File: src/rtl/idma_obi_sram_bridge.sv
// OBI subordinate to fixed-latency SRAM bridge: grants bounded by outstanding
// responses, a valid/we pipeline tracking the memory latency, and an FWFT response FIFO.
module idma_obi_sram_bridge #(
    parameter int unsigned DataWidth  = 32,
    parameter int unsigned AddrWidth  = 32,
    parameter int unsigned MemLatency = 1,
    parameter int unsigned RspDepth   = 3
) (
    input  logic                   clk_i,
    input  logic                   rst_ni,
    input  logic                   obi_a_req_i,
    input  logic [AddrWidth-1:0]   obi_a_addr_i,
    input  logic                   obi_a_we_i,
    input  logic [DataWidth/8-1:0] obi_a_be_i,
    input  logic [DataWidth-1:0]   obi_a_wdata_i,
    output logic                   obi_a_gnt_o,
    output logic                   obi_r_valid_o,
    output logic [DataWidth-1:0]   obi_r_rdata_o,
    input  logic                   obi_r_ready_i,
    output logic                   mem_req_o,
    output logic                   mem_we_o,
    output logic [AddrWidth-1:0]   mem_addr_o,
    output logic [DataWidth/8-1:0] mem_be_o,
    output logic [DataWidth-1:0]   mem_wdata_o,
    input  logic [DataWidth-1:0]   mem_rdata_i
);

    localparam int unsigned CntW = $clog2(RspDepth + 1);
    localparam int unsigned PtrW = (RspDepth > 1) ? $clog2(RspDepth) : 1;

    logic [CntW-1:0]       cnt_q;
    logic [MemLatency-1:0] pipe_vld_q;
    logic [MemLatency-1:0] pipe_we_q;
    logic [DataWidth-1:0]  fifo_q [RspDepth];
    logic [PtrW-1:0]       wptr_q;
    logic [PtrW-1:0]       rptr_q;
    logic [CntW-1:0]       occ_q;

    logic                  gnt;
    logic                  pop;
    logic                  push;
    logic                  fifo_full;
    logic [DataWidth-1:0]  push_data;

    assign gnt         = obi_a_req_i && (cnt_q < CntW'(RspDepth));
    assign obi_a_gnt_o = gnt;
    assign mem_req_o   = gnt;
    assign mem_we_o    = obi_a_we_i;
    assign mem_addr_o  = obi_a_addr_i;
    assign mem_be_o    = obi_a_be_i;
    assign mem_wdata_o = obi_a_wdata_i;

    assign obi_r_valid_o = (occ_q != '0);
    assign obi_r_rdata_o = obi_r_valid_o ? fifo_q[rptr_q] : '0;

    assign pop       = obi_r_valid_o && obi_r_ready_i;
    assign push      = pipe_vld_q[MemLatency-1];
    assign push_data = pipe_we_q[MemLatency-1] ? '0 : mem_rdata_i;
    assign fifo_full = (occ_q == CntW'(RspDepth));

    // Outstanding count covers pipeline plus FIFO, which is what keeps the FIFO from overflowing.
    always_ff @(posedge clk_i or negedge rst_ni) begin
        if (!rst_ni) begin
            cnt_q <= '0;
        end else begin
            unique case ({gnt, pop})
                2'b10:   cnt_q <= cnt_q + CntW'(1);
                2'b01:   cnt_q <= cnt_q - CntW'(1);
                default: cnt_q <= cnt_q;
            endcase
        end
    end

    always_ff @(posedge clk_i or negedge rst_ni) begin
        if (!rst_ni) begin
            pipe_vld_q <= '0;
            pipe_we_q  <= '0;
        end else begin
            pipe_vld_q[0] <= gnt;
            pipe_we_q[0]  <= obi_a_we_i;
            for (int i = 1; i < MemLatency; i++) begin
                pipe_vld_q[i] <= pipe_vld_q[i-1];
                pipe_we_q[i]  <= pipe_we_q[i-1];
            end
        end
    end

    always_ff @(posedge clk_i or negedge rst_ni) begin
        if (!rst_ni) begin
            wptr_q <= '0;
            rptr_q <= '0;
            occ_q  <= '0;
        end else begin
            if (push) begin
                wptr_q <= (wptr_q == PtrW'(RspDepth - 1)) ? '0 : wptr_q + PtrW'(1);
            end
            if (pop) begin
                rptr_q <= (rptr_q == PtrW'(RspDepth - 1)) ? '0 : rptr_q + PtrW'(1);
            end
            unique case ({push, pop})
                2'b10:   occ_q <= occ_q + CntW'(1);
                2'b01:   occ_q <= occ_q - CntW'(1);
                default: occ_q <= occ_q;
            endcase
        end
    end

    // Storage is not reset; the head is masked while the FIFO is empty.
    always_ff @(posedge clk_i) begin
        if (push) begin
            fifo_q[wptr_q] <= push_data;
        end
    end

    assert property (@(posedge clk_i) disable iff (!rst_ni) !(push && fifo_full));

endmodule

File: config.mk
export PLATFORM = sky130hd
export DESIGN_NAME = idma_obi_sram_bridge
export DESIGN_NICKNAME = d
export VERILOG_FILES = /design/src/rtl/idma_obi_sram_bridge.sv
export SDC_FILE = /design/constraint.sdc
export NUM_CORES = 1
export LEC_CHECK = 0
export ABC_AREA = 1
export CAP_MARGIN = 20
export CORE_ASPECT_RATIO = 0.6
export CORE_MARGIN = 2
export CORE_UTILIZATION = 47
export CTS_CLUSTER_SIZE = 28
export DETAILED_ROUTE_END_ITERATION = 10
export GPL_TIMING_DRIVEN = 0
export PLACE_DENSITY = 0.86
export RECOVER_POWER = 100
export REMOVE_ABC_BUFFERS = 1
export SYNTH_ARGS = -nofsm -noshare
export SYNTH_HDL_FRONTEND = slang
export SYNTH_SLANG_ARGS = --single-unit
File: constraint.sdc
create_clock -name clk_i -period 8.8 [get_ports clk_i]
set_input_delay 1.76 -clock clk_i [delete_from_list [all_inputs] [get_ports clk_i]]
set_output_delay 1.76 -clock clk_i [all_outputs]
set_load 0.03 [all_outputs]
# Yosys cells after proc, flatten, opt, wreduce, memory -nomap -nowiden
# Memories as Yosys holds them, arrays and structs flattened.
# Index checks and enable logic that the tools add are counted.
# classes
magnitude_cmp,1
addsub,6
n_mux,8
eq_ne,6
n_reduce_logical,5
# ops
op,count
two-way mux 32 bit,2
"adder 2 x 1 -> 2 bit, second input constant",4
"equality test 2 bit, second input constant",4
case mux 2 bit (2 select lines),2
nonzero test 2 bit,3
"equality test 2 x 1 -> 1 bit, second input constant",2
two-way mux 2 bit,2
"subtractor 2 x 1 -> 2 bit, second input constant",2
logical AND 1 bit,2
"< comparator 2 bit, second input constant",1
two-way mux 1 bit,2
# word_totals
n_memories,1
word_cells,33
ramBits,96
reg_bits,10
in_bits,105
out_inout_bits,104
# mem_list
name,words,width,rd,rd_clocked_by_memory_dff,write_ports,line_no,text
fifo_q,3,32,1,0,1,34,logic [DataWidth-1:0] fifo_q [RspDepth];

# Longest topological paths before layout
# Gate-level depths: netlist of the first run.
# logic_depth
word_depth,4
depth_mapped,10
mapped_depth_nobuf,10

# Least setup slack after synthesis of the first run
# OpenSTA, ideal clock, no wires.
# synth_timing
kind,input to output
from,input obi_a_req_i
to,output obi_a_gnt_o
path_slack_ps,4105
required_ps,7040
path_stages,2
t_arrival_ps,2935
path_buffers,1
path_cell_list,a21boi_0 -> buf_4
# synth_between
elab_chain_cells,1
# synth_lines
element,line_no,text
from (decl),11,"input logic obi_a_req_i,"
logical AND 1 bit,45,assign gnt = obi_a_req_i && (cnt_q < CntW'(RspDepth));
to (decl),16,"output logic obi_a_gnt_o,"
# No other way between the ends.

# Final worst setup path of the first run
# layout_timing
from,register rptr_q[0]
to,output obi_r_rdata_o[17]
# layout_between
elab_chain_cells,2
# layout_lines
element,line_no,text
from (decl),36,logic [PtrW-1:0] rptr_q;
from (signal assigned),98,rptr_q <= (rptr_q == PtrW'(RspDepth - 1)) ? '0 : rptr_q + PtrW'(1);
memory (3 x 32 bit),n/a,
two-way mux 32 bit,54,assign obi_r_rdata_o = obi_r_valid_o ? fifo_q[rptr_q] : '0;
to (decl),18,"output logic [DataWidth-1:0] obi_r_rdata_o,"
# No other way between the ends.

==> results of run 1 <==
flip-flops by register name, summed over array words and instances, names as in the netlist:
| signal | cells |
|---|---|
| rptr_q | 2 |
| fifo_q | 96 |
| pipe_we_q | 1 |
| wptr_q | 2 |
| occ_q | 2 |
| cnt_q | 2 |
| pipe_vld_q | 1 |
cell usage in the layout (no fill, tap or decap):
cell type,Yosys,layout
nand3_1,59,59
a21boi_0,1,1
clkinv_1,0,2
o21ai_1,1,1
nor2_1,32,33
clkbuf_1,3,6
inv_1,79,79
clkinvlp_4,0,2
dlygate4sd3_1,0,70
nand4_1,2,2
edfxtp_1,96,96
clkbuf_16,0,9
nand2_1,101,102
nand3_2,9,9
clkinv_2,0,1
xnor2_1,2,2
clkdlybuf4s50_1,0,2
o21ai_0,2,2
nor3_1,1,1
ha_1,2,2
dfrtp_1,10,10
bufinv_16,0,1
nand2_2,10,9
buf_8,0,1
inv_4,1,1
buf_16,0,2
metal layers:
metal,track usage [%],share of wire (%),routed length [µm],up-vias
met5,8.50,0.73,112,-
met4,4.41,0.70,107,4
met3,21.7,18,2780,16
met2,33.6,38,5880,229
met1,34.0,42,6400,1593
li1,-,-,-,1517
area by class of cell:
type	count	area, µm²	area share, %
clock buffers	10	229	3.99
clock inverters	6	57.6	1.00
inverters	80	303	5.28
multi-input cells	223	1030	18.0
flip-flops and latches	106	3130	54.6
well taps	139	174	3.03
repair buffers	80	810	14.1
cell families (layout without fill, tap and decap cells):
kind of cell | after synthesis | in the layout
AOI/OAI and AO/OA | 4 | 4
xor gates and xnor gates | 2 | 2
adders and majority gates | 2 | 2
buffers and inverters | 170 | 176
DFF | 106 | 106
and+or+nand+nor | 215 | 215
power groups by stage:
stage	Combinational [W]	Sequential, W	Clock (W)
4_1_cts	0.00106	0.000736	0.000387
3_5_place_dp	0.00105	0.000746	0
6_report	0.000981	0.000740	0.000383
5_1_grt	0.00106	0.000749	0.000410
2_1_floorplan	0.000600	0.000746	0
3_3_place_gp	0.000944	0.000777	0
final timing paths:
check	from	to	slack (ns)	cells past startpoint
hold reg to reg	occ_q[1]	occ_q[1]	0.51	2
max in group asynchronous	rst_ni	cnt_q[1]	6.67	1
setup reg to reg	rptr_q[0]	rptr_q[0]	5.37	4
min in group asynchronous	rst_ni	rptr_q[1]	1.80	1
hold / removal	occ_q[1]	occ_q[1]	0.51	2
setup / recovery	rptr_q[0]	obi_r_rdata_o[17]	2.33	7
metrics by stage:
step	instance area [µm²]	hold slack, ns	setup WS (ns)	total power (W)	utilization (%)
2_1_floorplan	4490	0.442	3.84	0.00135	-
3_3_place_gp	5380	0.459	3.60	0.00172	50.6
6_report	5740	0.515	2.33	0.00210	54.0
5_1_grt	5740	0.510	1.99	0.00222	54.0
4_1_cts	5830	0.506	3.60	0.00218	54.9
3_5_place_dp	5550	0.494	3.58	0.00180	52.2
worst max-delay path, stage by stage, from the launching register on:
cell and delay, ns:
dfrtp_1 0.67, buf_16 0.30, nor2_1 2.13, nand2_1 0.18
nand3_1 0.18, nand2_1 0.06, inv_1 0.09, dlygate4sd3_1 0.73
==> impl_metrics.py, run 1 <==
metrics = {
    "run_status": {
        "status": "finished, violations left",
        "violations": "capacitance limit, slew limit",
    },
    "drt": {
        "drc": 0,
        "detail-route-antenna-nets": 0,
        "post_drt_wl_per_cell_um": 23.7,
        "routed_wl_mm": 15.3,
        "drt_iter0_drc": 278,
        "vias": 3359,
        "drtPass1Iterations": 5,
        "routed_via_density": 5.22,
    },
    "cells_and_area": {
        "syn2layout_area_growth_pct": 11.5,
        "fin_cells": 644,
        "n_antenna_cell": 0,
        "fin_nets": 607,
        "drive_above_1_share_pct": 6.93,
        "n_fill_cell": 885,
    },
    "synthesis": {
        "synth.most_common_cell": "nand2_1",
        "synthXorXnorAreaFrac_pct": 0.340,
        "ys_ff_latch": 106,
        "syn_inst": 499,
        "synthSimpleGateAreaFrac_pct": 19.1,
        "synth_seq_area_share_pct": 60.9,
        "synthArstFlopShare_pct": 9.43,
        "ys_warn_count": 0,
        "synth-compound-area-share_pct": 0.438,
        "netlist.top_cell.by_area": "edfxtp_1",
        "ys_types": 21,
        "syn_avg_cell_area_um2": 10.3,
        "synth_top_family_by_area": "simple AND/OR/NAND/NOR gates",
        "synth_common_cells": "101 x nand2_1, 96 x edfxtp_1, 79 x inv_1",
        "synthAdderAreaFrac_pct": 0.486,
        "synth_top_area_share_pct": 56.0,
        "syn-cell-area_um2": 5150,
        "synth_mux_area_share_pct": 0,
        "synth_top_flop_cell": "edfxtp_1",
        "synth.area.top_cells": "edfxtp_1 56%, buf_4 11%, nand2_1 7.4%",
        "synth_edf_count": 96,
    },
    "clock_tree": {
        "cts.htree.levels": 3,
        "clock_sinks": 106,
        "cts_resized": 0,
        "cts_tree": "yes",
        "path_clk_slew_ns": 0.07,
        "clk_latency_ns": 0.35,
        "post_cts_buffers": 0,
        "cts_buffer_depth": 2,
        "ctsRootBufferMaster": "clkbuf_16",
        "postCtsHoldBufs": 0,
        "cts_made_buffers": 9,
    },
    "global_routing": {
        "antenna_found_initial": 0,
        "groute.usage.overall_pct": 26.4,
        "grt_pass1_vias": 3296,
        "grt_max_degree": 35,
        "grt_pass1_wl_mm": 21.9,
        "grt-ovfl-total": 0,
    },
    "sta": {
        "tightest_slew_ns": 2.87,
        "finalClockSkew_ns": 0.00624,
        "slew_headroom_pct": -92.4,
        "setup_viol": 0,
        "rsz0062_at_grt": "no",
        "setup_tns_ns": 0,
        "finalWorstPathRequiredPeriod_ns": 6.47,
        "fmax_mhz": 155,
        "period_share_pct": 73.5,
        "drv_slew": 34,
        "hold_violations": 0,
    },
    "floorplan": {
        "initial_core_util_pct": 48.4,
        "core_um2": 10600,
        "dieArea_um2": 11800,
        "die_h_um": 85.1,
        "rows": 29,
        "io_pins": 209,
        "die_w_um": 139,
    },
    "setup_path": {
        "cp-end-kind": "output pin",
        "crit_type": "flop to output pin",
        "worstPathArrival_ns": 4.71,
        "crit_path_start_kind": "flop",
        "worstPathRequired_ns": 7.04,
        "worst-path-max-fanout": 33,
    },
    "placed_design": {
        "dp_cells": 628,
        "routabilityCongestion": 0.709,
        "place_hpwl_mm": 10.5,
        "numPortBuffers": 72,
    },
    "power_and_ir_drop": {
        "swShare_pct": 41.9,
        "power_density_nw_per_um2": 367,
        "p_leak_nw": 2.55,
        "combPwrFrac_pct": 46.6,
        "p_seq_share_pct": 35.2,
        "p_int_w": 0.00122,
        "ir_drop_v": 0.000233,
        "p_sw_w": 0.000882,
        "p_clk_share_pct": 18.2,
    },
    "job": {
        "maxCapViolCount": 1,
    },
    "min_path": {
        "min_path_type": "flop to flop",
    },
}
Power figures use the tool's default switching activity.
==> run 2, diff against run 1 <==
--- a/config.mk
+++ b/config.mk
@@ -9,11 +9,11 @@
 export CAP_MARGIN = 20
 export CORE_ASPECT_RATIO = 0.6
 export CORE_MARGIN = 2
-export CORE_UTILIZATION = 47
+export CORE_UTILIZATION = 44
 export CTS_CLUSTER_SIZE = 28
 export DETAILED_ROUTE_END_ITERATION = 10
 export GPL_TIMING_DRIVEN = 0
-export PLACE_DENSITY = 0.86
+export PLACE_DENSITY = 0.82
 export RECOVER_POWER = 100
 export REMOVE_ABC_BUFFERS = 1
 export SYNTH_ARGS = -nofsm -noshare
==> constraint.sdc (replaced) <==
create_clock -name clk_i -period 6 [get_ports clk_i]
set_input_delay 1.2 -clock clk_i [delete_from_list [all_inputs] [get_ports clk_i]]
set_output_delay 1.2 -clock clk_i [all_outputs]
set_load 0.03 [all_outputs]
==> impl_metrics.py, run 2 (synthesis gave the netlist of run 1 again) <==
metrics = {
    "cells_and_area": {
        "regArea_um2": 3130,
        "regMostFlops": "fifo_q",
        "largest_reg_flops": 96,
        "layout_common_cells": "102 x nand2_1, 96 x edfxtp_1, 79 x inv_1",
        "final_area_um2": 5730,
        "n_antenna_cell": 0,
        "drive_above_1_share_pct": 6.96,
        "syn2layout_area_growth_pct": 11.4,
        "n_fill_cell": 1015,
        "multi_input_area_um2": 1050,
        "fin_nets": 606,
        "final_common_cell": "nand2_1",
    },
    "drt": {
        "detail-route-antenna-nets": 0,
        "vias": 3398,
        "drc": 0,
        "post_drt_wl_per_cell_um": 22.9,
        "routed_via_density": 5.13,
        "dr.max_layer_used": "met5",
        "drt_iter0_drc": 327,
        "drt-met1-wl_mm": 6.17,
        "routed_wl_mm": 15.2,
        "wl_met2_mm": 5.68,
        "drtPass1Iterations": 6,
        "dr_wl_met3_mm": 2.94,
    },
    "placed_design": {
        "place_area_um2": 5560,
        "place_hpwl_mm": 10.4,
        "routabilityCongestion": 0.680,
        "numPortBuffers": 72,
    },
    "sta": {
        "drv_slew": 0,
        "finalClockSkew_ns": 0.00481,
        "rsz0062_at_grt": "no",
        "period_share_pct": 69.5,
        "fmax_mhz": 240,
        "finalWorstPathRequiredPeriod_ns": 4.17,
        "slew_headroom_pct": 12.2,
        "setup_viol": 0,
        "hold_slack_ns": 0.488,
        "setup_tns_ns": 0,
        "tightest_slew_ns": 1.31,
        "hold_violations": 0,
    },
    "global_routing": {
        "grt_pass1_vias": 3290,
        "grt_pass1_wl_mm": 21.1,
        "groute.usage.overall_pct": 24.7,
        "grt-ovfl-total": 0,
        "grt_max_degree": 36,
        "antenna_found_initial": 0,
    },
    "floorplan": {
        "die_h_um": 87.8,
        "initial_core_util_pct": 45.4,
        "dieArea_um2": 12600,
        "die_w_um": 144,
        "rows": 30,
        "io_pins": 209,
        "core_um2": 11300,
    },
    "setup_path": {
        "worstPathArrival_ns": 2.97,
        "r2r-start": "pipe_vld_q",
        "worst-path-max-fanout": 4,
        "crit_type": "input pin to output pin",
        "rr_endpoint": "fifo_q[2][28]",
        "r2r_slack_ns": 3.41,
        "worstPathRequired_ns": 4.80,
        "rr_worst_depth": 4,
        "crit_path_start_kind": "input pin",
        "cp-end-kind": "output pin",
    },
    "clock_tree": {
        "ctsRootBufferMaster": "clkbuf_16",
        "clock_sinks": 106,
        "postCtsHoldBufs": 0,
        "cts_made_buffers": 9,
        "path_clk_slew_ns": 0.06,
        "clk_latency_ns": 0.34,
        "post_cts_buffers": 0,
        "cts_buffer_depth": 2,
        "cts_tree": "yes",
        "cts_resized": 0,
        "cts.htree.levels": 3,
    },
    "min_path": {
        "holdPathStages": 2,
        "hold-path-endpoint": "occ_q[1]",
        "hp-start": "occ_q[1]",
        "min_path_type": "flop to flop",
    },
    "run_status": {
        "status": "complete, no violations",
    },
    "power_and_ir_drop": {
        "power_density_nw_per_um2": 523,
        "ir_drop_v": 0.000237,
        "p_leak_nw": 2.55,
    },
    "job": {
        "maxCapViolCount": 0,
    },
}
-- run 2: changes by cell type in the layout (fill, tap and decap cells not counted), sizes merged --
| cell | change |
|---|---|
| buf | -1 |
| bufinv | -1 |
| clkdlybuf4s50 | -1 |
| clkinv | +2 |
| clkinvlp | -2 |
| dlygate4sd3 | +1 |
-- run 2: final cells by class --
class	count	area share, %
clock buffers	10	4.00
flip-flops and latches	106	54.7
repair buffers	79	13.9
multi-input cells	223	18.3
well taps	160	3.49
clock inverters	5	0.393
inverters	80	5.28
-- run 2: stage by stage --
stage	cells	power [W]	worst slack, ns	utilization, %
2_1_floorplan	409	0.00197	2.16	-
3_3_place_gp	641	0.00253	1.52	47.7
3_5_place_dp	648	0.00261	1.93	49.0
4_1_cts	663	0.00312	1.91	51.2
5_1_grt	663	0.00317	1.61	50.6
6_report	663	0.00300	1.83	50.6
-- run 2: worst max path at each step --
stage                      startpoint           endpoint  slack [ns]  depth (start not counted)
after floorplan           obi_a_req_i          mem_req_o        2.16                          1
after global placement     pipe_vld_q      fifo_q[2][24]        1.52                          2
after detailed placement  obi_a_req_i          mem_req_o        1.93                          3
after CTS                   rptr_q[0]  obi_r_rdata_o[13]        1.91                          7
after global routing        rptr_q[0]   obi_r_rdata_o[3]        1.61                          7
final                     obi_a_req_i          mem_req_o        1.83                          3
-- run 2: worst max-delay path: stages --
cell and delay [ns]:
dlygate4sd3_1 0.53, a21boi_0 0.42, dlygate4sd3_1 0.83
-- run 2: metal layers --
layer / up-vias / GRT usage [%]
li1: 1514 / -
met1: 1598 / 30.4
met2: 245 / 30.7
met3: 33 / 21.7
met4: 8 / 4.90
met5: - / 15.0
-- run 2: power breakdown --
part / leakage, nW / switching [W] / internal [W] / total [W]
Clock: 0.127 / 0.000233 / 0.000274 / 0.000507
Combinational: 1.40 / 0.000922 / 0.000459 / 0.00138
Sequential: 1.02 / 0.000120 / 0.000989 / 0.00111
Total: 2.55 / 0.00128 / 0.00172 / 0.00300
